$ cat config.mk
export PLATFORM = sky130hd
export DESIGN_NAME = mdu_ctrl
export DESIGN_NICKNAME = d
export VERILOG_FILES = /design/src/rtl/mdu_pkg.sv /design/src/rtl/mdu_opnd_ext.sv /design/src/rtl/mdu_ctrl.sv
export SDC_FILE = /design/constraint.sdc
export NUM_CORES = 1
export LEC_CHECK = 0
export BUFFER_PORTS_ARGS = -buffer_cell sky130_fd_sc_hd__buf_2
export CORE_AREA = 2 2 162 164
export CTS_CLUSTER_DIAMETER = 200
export DETAILED_ROUTE_END_ITERATION = 10
export DIE_AREA = 0 0 164 166
export PLACE_DENSITY = 0.7
export SETUP_SLACK_MARGIN = 0.5
export SLEW_MARGIN = 25
export SYNTH_ARGS = -nofsm -noshare
export SYNTH_HDL_FRONTEND = slang
export SYNTH_SLANG_ARGS = --single-unit
$ cat constraint.sdc
create_clock -name clock -period 2.02 [get_ports clock]
set_input_delay 0.202 -clock clock [delete_from_list [all_inputs] [get_ports clock]]
set_output_delay 0.202 -clock clock [all_outputs]
set_load 0.005 [all_outputs]
$ cat src/rtl/mdu_pkg.sv
// Shared definitions for the RV64M multiply/divide front-end: funct3 codes,
// mac one-hot select positions, FSM states and default latencies.
package mdu_pkg;

  localparam int MUL_LAT_DEF = 2;
  localparam int DIV_LAT_DEF = 4;

  localparam logic [2:0] F3_MUL    = 3'b000;
  localparam logic [2:0] F3_MULH   = 3'b001;
  localparam logic [2:0] F3_MULHSU = 3'b010;
  localparam logic [2:0] F3_MULHU  = 3'b011;
  localparam logic [2:0] F3_DIV    = 3'b100;
  localparam logic [2:0] F3_DIVU   = 3'b101;
  localparam logic [2:0] F3_REM    = 3'b110;
  localparam logic [2:0] F3_REMU   = 3'b111;

  // Bit positions inside mac_sel; mulhu/mulhsu order differs from funct3 order
  localparam int SEL_MUL    = 0;
  localparam int SEL_MULH   = 1;
  localparam int SEL_MULHU  = 2;
  localparam int SEL_MULHSU = 3;
  localparam int SEL_DIV    = 4;
  localparam int SEL_DIVU   = 5;
  localparam int SEL_REM    = 6;
  localparam int SEL_REMU   = 7;

  typedef enum logic [1:0] {
    IDLE = 2'd0,
    BUSY = 2'd1,
    DONE = 2'd2
  } state_e;

  function automatic logic [7:0] sel_onehot(input logic [2:0] funct3);
    logic [7:0] sel;
    sel = 8'd0;
    case (funct3)
      F3_MUL:    sel[SEL_MUL]    = 1'b1;
      F3_MULH:   sel[SEL_MULH]   = 1'b1;
      F3_MULHSU: sel[SEL_MULHSU] = 1'b1;
      F3_MULHU:  sel[SEL_MULHU]  = 1'b1;
      F3_DIV:    sel[SEL_DIV]    = 1'b1;
      F3_DIVU:   sel[SEL_DIVU]   = 1'b1;
      F3_REM:    sel[SEL_REM]    = 1'b1;
      F3_REMU:   sel[SEL_REMU]   = 1'b1;
      default:   sel             = 8'd0;
    endcase
    return sel;
  endfunction

  // Only mulw and the div/rem family have word forms
  function automatic logic word_legal(input logic [2:0] funct3);
    return (funct3 == F3_MUL) || funct3[2];
  endfunction

endpackage

$ cat src/rtl/mdu_opnd_ext.sv
// Word-variant handling: 32-bit operand extension on the request side and
// sign-extension of the low result word on the response side.
module mdu_opnd_ext
  import mdu_pkg::*;
(
  input  logic [2:0]  funct3,
  input  logic        word,
  input  logic [63:0] src1,
  input  logic [63:0] src2,
  output logic        word_eff,
  output logic [63:0] opnd1,
  output logic [63:0] opnd2,
  input  logic        res_word,
  input  logic [63:0] res_raw,
  output logic [63:0] res_ext
);

  // Operand preparation; funct3[0] selects the unsigned divide flavours
  always_comb begin
    word_eff = word & word_legal(funct3);
    opnd1    = src1;
    opnd2    = src2;
    if (word_eff && funct3[2]) begin
      if (funct3[0]) begin
        opnd1 = {32'd0, src1[31:0]};
        opnd2 = {32'd0, src2[31:0]};
      end else begin
        opnd1 = {{32{src1[31]}}, src1[31:0]};
        opnd2 = {{32{src2[31]}}, src2[31:0]};
      end
    end else begin
      opnd1 = src1;
      opnd2 = src2;
    end
  end

  // Result sign-extension for word ops
  always_comb begin
    res_ext = res_raw;
    if (res_word) begin
      res_ext = {{32{res_raw[31]}}, res_raw[31:0]};
    end else begin
      res_ext = res_raw;
    end
  end

endmodule

$ cat src/rtl/mdu_ctrl.sv
// Sequential front-end for the RV64M mac: accepts one op per handshake, holds
// the one-hot select and operands for a fixed latency, then returns the result.
module mdu_ctrl
  import mdu_pkg::*;
#(
  parameter int XLEN    = 64,
  parameter int MUL_LAT = MUL_LAT_DEF,
  parameter int DIV_LAT = DIV_LAT_DEF
) (
  input  logic            clock,
  input  logic            reset_n,
  input  logic            flush,
  input  logic            in_valid,
  output logic            in_ready,
  input  logic [2:0]      in_funct3,
  input  logic            in_word,
  input  logic [XLEN-1:0] in_src1,
  input  logic [XLEN-1:0] in_src2,
  input  logic [4:0]      in_rd,
  output logic [7:0]      mac_sel,
  output logic [XLEN-1:0] mac_src1,
  output logic [XLEN-1:0] mac_src2,
  input  logic [XLEN-1:0] mac_result,
  output logic            out_valid,
  input  logic            out_ready,
  output logic [XLEN-1:0] out_result,
  output logic [4:0]      out_rd
);

  localparam int MAX_LAT = (MUL_LAT > DIV_LAT) ? MUL_LAT : DIV_LAT;
  localparam int CNT_W   = $clog2(MAX_LAT + 1);
  localparam logic [CNT_W-1:0] MUL_CNT = CNT_W'(MUL_LAT - 1);
  localparam logic [CNT_W-1:0] DIV_CNT = CNT_W'(DIV_LAT - 1);

  state_e            state_r;
  logic [CNT_W-1:0]  cnt_r;
  logic              word_r;
  logic [4:0]        rd_r;

  logic              accept_s;
  logic              word_eff_s;
  logic [XLEN-1:0]   opnd1_s;
  logic [XLEN-1:0]   opnd2_s;
  logic [XLEN-1:0]   res_ext_s;

  mdu_opnd_ext u_ext (
    .funct3   (in_funct3),
    .word     (in_word),
    .src1     (in_src1),
    .src2     (in_src2),
    .word_eff (word_eff_s),
    .opnd1    (opnd1_s),
    .opnd2    (opnd2_s),
    .res_word (word_r),
    .res_raw  (mac_result),
    .res_ext  (res_ext_s)
  );

  // Accept in IDLE, or in DONE when the result leaves this cycle; never during flush
  always_comb begin
    in_ready = 1'b0;
    if (flush) begin
      in_ready = 1'b0;
    end else begin
      case (state_r)
        IDLE:    in_ready = 1'b1;
        DONE:    in_ready = out_ready;
        default: in_ready = 1'b0;
      endcase
    end
  end

  assign accept_s = in_valid & in_ready;

  // Control FSM with all outputs registered; a load overrides the DONE->IDLE exit
  always_ff @(posedge clock or negedge reset_n) begin
    if (!reset_n) begin
      state_r    <= IDLE;
      cnt_r      <= '0;
      word_r     <= 1'b0;
      rd_r       <= 5'd0;
      mac_sel    <= 8'd0;
      mac_src1   <= '0;
      mac_src2   <= '0;
      out_valid  <= 1'b0;
      out_result <= '0;
      out_rd     <= 5'd0;
    end else if (flush) begin
      state_r   <= IDLE;
      cnt_r     <= '0;
      mac_sel   <= 8'd0;
      out_valid <= 1'b0;
    end else begin
      case (state_r)
        IDLE: begin
          state_r <= IDLE;
        end
        BUSY: begin
          if (cnt_r == '0) begin
            out_result <= res_ext_s;
            out_rd     <= rd_r;
            out_valid  <= 1'b1;
            mac_sel    <= 8'd0;
            state_r    <= DONE;
          end else begin
            cnt_r <= cnt_r - CNT_W'(1);
          end
        end
        DONE: begin
          if (out_ready) begin
            out_valid <= 1'b0;
            state_r   <= IDLE;
          end else begin
            state_r <= DONE;
          end
        end
        default: begin
          state_r   <= IDLE;
          mac_sel   <= 8'd0;
          out_valid <= 1'b0;
        end
      endcase

      if (accept_s) begin
        state_r  <= BUSY;
        cnt_r    <= in_funct3[2] ? DIV_CNT : MUL_CNT;
        word_r   <= word_eff_s;
        rd_r     <= in_rd;
        mac_sel  <= sel_onehot(in_funct3);
        mac_src1 <= opnd1_s;
        mac_src2 <= opnd2_s;
      end
    end
  end

endmodule

# Word level (Yosys, flattened, before mapping)
# Cells that the tools add are included.
# totals
reg_bits,217
input_bits,206
output_inout_bits,207
wordCells,74
# classes
n_addsub,1
n_eq_ne,15
mux,33
n_bitwise,3
n_reduce_logical,12
# ops
cell,count
2-to-1 mux 64 bit,5
2-to-1 mux 8 bit,3
case mux 8 bit (2 select lines),1
"equality test 3 bit, second input constant",4
2-to-1 mux 1 bit,12
2-to-1 mux 3 bit,4
2-to-1 mux 2 bit,5
"!= test 3 bit, second input constant",3
"equality test 3 x 2 -> 1 bit, second input constant",2
logical NOT 3 bit,2
AND reduction 2 bit,3
AND reduction 3 bit,2
"!= test 4 bit, second input constant",1
case mux 2 bit (2 select lines),1
"equality test 3 x 1 -> 1 bit, second input constant",1
"!= test 3 x 1 -> 1 bit, second input constant",1
case mux 1 bit (3 select lines),1
nonzero test 3 bit,1
"subtractor 3 x 1 -> 3 bit, second input constant",1
bitwise AND 1 bit,2
"equality test 2 x 1 -> 1 bit, second input constant",1
"equality test 2 bit, second input constant",1
logical NOT 2 bit,1
"!= test 2 bit, second input constant",1
5 further kinds,5

# Logic depth before layout (Yosys ltp)
# logic_depth
depth_word,6
depth_mapped,8
ltp_nobuf,6

# By module
# A second synthesis with hierarchy kept.
# hier_totals
hier_cells,745
area_unflattened_um2,10028.4
# modules_own_cells
mod,n_inst,cells_per_inst,area_each_um2,seq_area_each_um2
mdu_ctrl,1,495,8364.3,5430.2
mdu_opnd_ext,1,250,1664.1,0.0

# Worst setup path after synthesis
# No wires, ideal clock.
# synth_timing
kind,reg-to-reg
startpoint,register state_r[0]
endpoint,register mac_src2[28]
setup_time_ps,127
arrival_ps,1598
required_ps,1893
setup_slack_ps,295
stages_incl_launch_ff,8
n_path_buf,2
synth_period_minus_slack_ps,1725
path_cell_list,dfrtp_1 > inv_1 > ha_1 > a21oi_2 > nor3b_4 > buf_6 > buf_8 > mux2_1
# synth_between
elab_chain_cells,5
word_cells_on_any_way,6
classes_between,1 x eq/ne; 2 x mux; 1 x bitwise; 2 x reduce/logical
# synth_lines
element,line_no,rtl
from (decl),mdu_ctrl.sv:35,state_e state_r;
from (signal assigned),mdu_ctrl.sv:78,state_r <= IDLE;
from (signal assigned),mdu_ctrl.sv:89,state_r <= IDLE;
from (signal assigned),mdu_ctrl.sv:96,state_r <= IDLE;
equality test 2 bit / logical NOT 2 bit (equally long branches),mdu_ctrl.sv:65,case (state_r)
case mux 1 bit (2 select lines) *,mdu_ctrl.sv:65,
2-to-1 mux 1 bit *,mdu_ctrl.sv:62,if (flush) begin
bitwise AND 1 bit *,mdu_ctrl.sv:73,assign accept_s = in_valid & in_ready;
AND reduction 2 bit (no source line) *,-,
to (signal assigned),mdu_ctrl.sv:131,mac_src2 <= opnd2_s;
to (decl),mdu_ctrl.sv:22,"output logic [XLEN-1:0] mac_src2,"
# Every way passes the cells marked *; elsewhere a longest branch is shown, timed or not.
# A chain may end at the register's enable or synchronous reset.

# Worst setup path in the final report
# layout_timing
startpoint,register state_r[0]
endpoint,register mac_sel[0]
# layout_between
elab_chain_cells,6
word_cells_on_any_way,13
classes_between,4 x eq/ne; 5 x mux; 1 x bitwise; 3 x reduce/logical
# layout_lines
element,line_no,rtl
equality test 2 bit / logical NOT 2 bit (equally long branches),"mdu_ctrl.sv:65, mdu_ctrl.sv:94",
case mux 1 bit (2 select lines),mdu_ctrl.sv:65,
2-to-1 mux 1 bit,mdu_ctrl.sv:62,
bitwise AND 1 bit,mdu_ctrl.sv:73,
"!= test 4 bit (no source line), or another cell as far along",-,
AND reduction 2 bit (no source line) / 2-to-1 mux 8 bit (equally long branches),-,
to (signal assigned),mdu_ctrl.sv:129,mac_sel <= sel_onehot(in_funct3);
to (decl),mdu_ctrl.sv:20,"output logic [7:0] mac_sel,"
# Several ways; a longest one is shown, not always the timed one.

==> key figures <==
STA
  • Slew of the pin with the lowest slew margin: 0.719 ns
  • Final setup fails: 0
  • F_max: 0.523 GHz
  • Unrepaired setup endpoints after global routing: yes
  • Rel. slew slack: 52.1%
  • Period minus WS final: 1.91 ns
  • Post-route clock period utilization: 94.7%
  • Worst hold slack: 0.00879 ns
  • Final max-slew violation count: 0
  • Final Hold Fails: 0
  • Clock skew: 0.00675 ns
  • Final worst setup slack: 0.108 ns
  • Setup_tns: 0 ns

Floorplan
  • Initial cell density of the core: 34.4%
  • DIE AREA: 27200 sq um
  • Rows: 59
  • I/O pin cnt: 413
  • Core area: 25600 sq um
  • Die Wd: 164 um
  • Chip Height: 166 um

Logic synthesis
  • Synth top area cells: dfrtp_1, mux2_2, a21oi_1
  • Synth warn: 0
  • Top-area cell type share of the netlist area: 61.7%
  • FF+latch count, synth: 217
  • Largest family of logic cells by synthesized area: multiplexers
  • Area leader, netlist: dfrtp_1
  • Synth cell types: 36
  • Post-synthesis compound-gate area fraction: 12.7%
  • Post-synthesis simple-gate area fraction: 6.11%
  • Cell area after synthesis: 8800 sq um
  • Average size of a mapped cell: 12.1 sq um
  • Net Count, Synth: 941
  • Post-synthesis adder-cell area fraction: 0.711%
  • Xor/xnor share of the synthesized area: 0.199%
  • Mux share of post-synthesis cell area: 13.6%
  • Seq/Total Area, Yosys: 61.7%
  • Post-Syn Instances: 730

Worst setup path
  • Startpoint types: flop
  • Crit-path max FO: 8
  • CP Class: reg2reg
  • R2R cell count: 10
  • CP required: 2.42 ns
  • Crit. Startpoint: state_r[0]
  • Flop2flop setup slack: 0.11 ns
  • Critical path endpoint category: flop
  • Reg-to-Reg Start: state_r[0]
  • Critical Path Sink: mac_sel[0]
  • Arrival @ worst endpoint: 2.31 ns
  • Worst r2r dst: mac_sel[0]

Global routing
  • Maximum number of pins on one net before global-route repair: 65
  • First-pass GRT wire length: 47800 um
  • Tot GR Track Use: 22.2%
  • Total gr overflow: 0
  • Initial antenna violation count: 7
  • Vias in the first global route: 8705

Detailed routing
  • DR vias/cell: 5.03
  • Remaining DRCs: 0
  • Drt first-iter violations: 667
  • DR WL/cell: 20.2 um
  • Via count: 8760
  • DRT antenna net count: 0
  • Routed wire length: 35300 um
  • Initial DRT Pass Iterations: 8

CTS
  • CTS sink count: 217
  • CTS Buf Count: 24
  • Root buffer cell: clkbuf_16
  • CTS H-tree lvls: 1
  • Maximum clock insertion buffer count: 3
  • CTS tree: done
  • Worst-Skew Late Latency: 0.51 ns
  • Clock transition at the registers of the reported paths: 0.06 ns

Placement
  • Port-buffer cells: 412
  • DP HPWL: 17900 um
  • Cells after DPL: 1446
  • RePlAce Congestion: 0.816
  • Post-place setup slack: 0.0472 ns

Power
  • Pleak: 7.44 nW
  • VDD IR max: 718 uV
  • PD cells: 964 nW/um^2

Min path
  • Hold_sp: in_src1[60]
  • Min-delay worst type: in2reg

Layout
  • # fillers: 1832
  • Post-Layout Cell Count: 1743
  • Share of cells above drive strength 1: 52.9%
  • Nets: 1596
  • Area growth syn-to-layout: 80.6%

Run status
  • Status: finished, final reports clean

Flow run
  • Max-cap viol count: 0
registers in the layout (all words and copies together) (netlist names):
| register | cells |
|---|---|
| state_r | 2 |
| out_result | 64 |
| mac_sel | 8 |
| cnt_r | 3 |
| out_valid | 1 |
| out_rd | 5 |
| word_r | 1 |
| rd_r | 5 |
| mac_src2 | 64 |
| mac_src1 | 64 |
through the flow:
| stage | area (sq um) | util [%] | total power [mW] |
|---|---|---|---|
| after floorplan | 8880 | - | 7.58 |
| after global placement | 11300 | 44.0 | 9.28 |
| after detailed placement | 11300 | 44.0 | 9.40 |
| after CTS | 14700 | 57.5 | 14.5 |
| after global routing | 15900 | 62.1 | 16.0 |
| final | 15900 | 62.1 | 15.3 |
layer usage:
layer / part of all wire [%] / GRT usage (%) / routed length (um) / up-vias
met4: 4.7 / 9.34 / 1640 / 2
met5: 0.045 / 0 / 16 / -
met1: 36 / 24.9 / 12900 / 4275
met2: 52 / 40.4 / 18300 / 489
li1: - / - / - / 3863
met3: 7.0 / 4.82 / 2460 / 131
how the worst min path moves through the flow:
stage,endpoint,slack [ns],cells after the start
after floorplan,cnt_r[0],-0.09,0
after global placement,mac_src1[10],0.21,1
after detailed placement,out_result[46],0.21,1
after CTS,out_result[49],0.0002,3
after global routing,mac_src1[60],0.01,3
final,mac_src1[60],0.009,3
critical path, stage by stage, from the launching register on:
cell and delay (ns):
dfrtp_1 0.39, inv_2 0.12, ha_4 0.16, a21oi_4 0.06
nor3b_4 0.21, buf_6 0.15, buf_12 0.17, buf_6 0.12
a211oi_4 0.03, buf_12 0.15, a22o_1 0.23
placed cells by master (no fill, tap or decap), types with 2 or more instances in the layout:
cell type	n
inv_1	2
clkinv_2	4
buf_4	26
nor3_1	6
nor2_2	16
a21oi_1	159
o2bb2ai_2	2
dfrtp_1	216
clkbuf_16	41
mux2_4	85
buf_8	13
nor3b_4	3
buf_16	14
dlygate4sd3_1	177
nor2_4	18
a22o_1	3
o211ai_1	2
a21oi_4	4
buf_2	410
mux2_1	4
a32o_1	3
nand2_2	3
inv_2	3
diode_2	6
clkbuf_8	6
clkbuf_1	7
buf_12	21
mux2_2	17
nor2_1	67
buf_6	11
and3_1	2
a21oi_2	32
nand3_1	3
ha_4	4
cell usage after synthesis:
cell,number
nor3b_2,2
o31ai_1,1
a311o_1,1
nor3_1,6
nor2b_2,1
inv_1,6
clkbuf_2,1
nor2_1,101
mux2_2,100
a211oi_1,1
buf_6,7
nor3b_4,1
o21ai_0,2
and3_1,2
xnor2_1,1
a22o_1,3
buf_4,12
o211ai_1,2
xor2_1,1
nand3b_1,1
a32o_1,3
ha_1,5
a21oi_2,1
and2_1,1
mux2_1,6
a21oi_1,194
buf_8,7
o2bb2ai_1,2
nand2b_4,1
nor2b_1,1
nand2_1,4
a211oi_2,1
clkbuf_1,13
dfrtp_1,217
nand3_1,3
buf_2,19
logic make-up after synthesis:
kind of cell             count (synthesis)
flip-flops                             217
multiplexers                           106
adder cells (fa/ha/maj)                  5
XOR/XNOR                                 2
AO/OA/AOI/OAI                          211
AND/OR/NAND/NOR                        124
buffers and inverters                   65
where the power goes:
part	switching [mW]	leakage [nW]	internal, mW	total, mW
combinational	1.99	4.52	2.70	4.69
sequential	0.779	2.53	5.47	6.25
clock	1.77	0.389	2.61	4.38
layout make-up:
cell class | instances | area (sq um) | area share, %
Tap cell | 335 | 419 | 2.64
Timing Repair Buffer | 688 | 5540 | 34.9
Multi-Input combinational cell | 448 | 3680 | 23.2
Clock buffer | 38 | 734 | 4.62
Clock inverter | 5 | 50.0 | 0.315
Antenna cell | 6 | 15.0 | 0.0944
Inverter | 6 | 25.0 | 0.157
Sequential cell | 217 | 5430 | 34.2
what timing repair did:
| item | CTS | global route |
|---|---|---|
| setup endpoints to repair | 213 | 215 |
| pin swaps | 5 | 0 |
| resized for setup | 97 | 156 |
| setup buffers | 28 | 14 |
| cloned | 11 | 18 |
| hold buffers | 177 | 0 |
| hold endpoints to repair | 233 | 0 |
(Power assumes the default switching activity.)
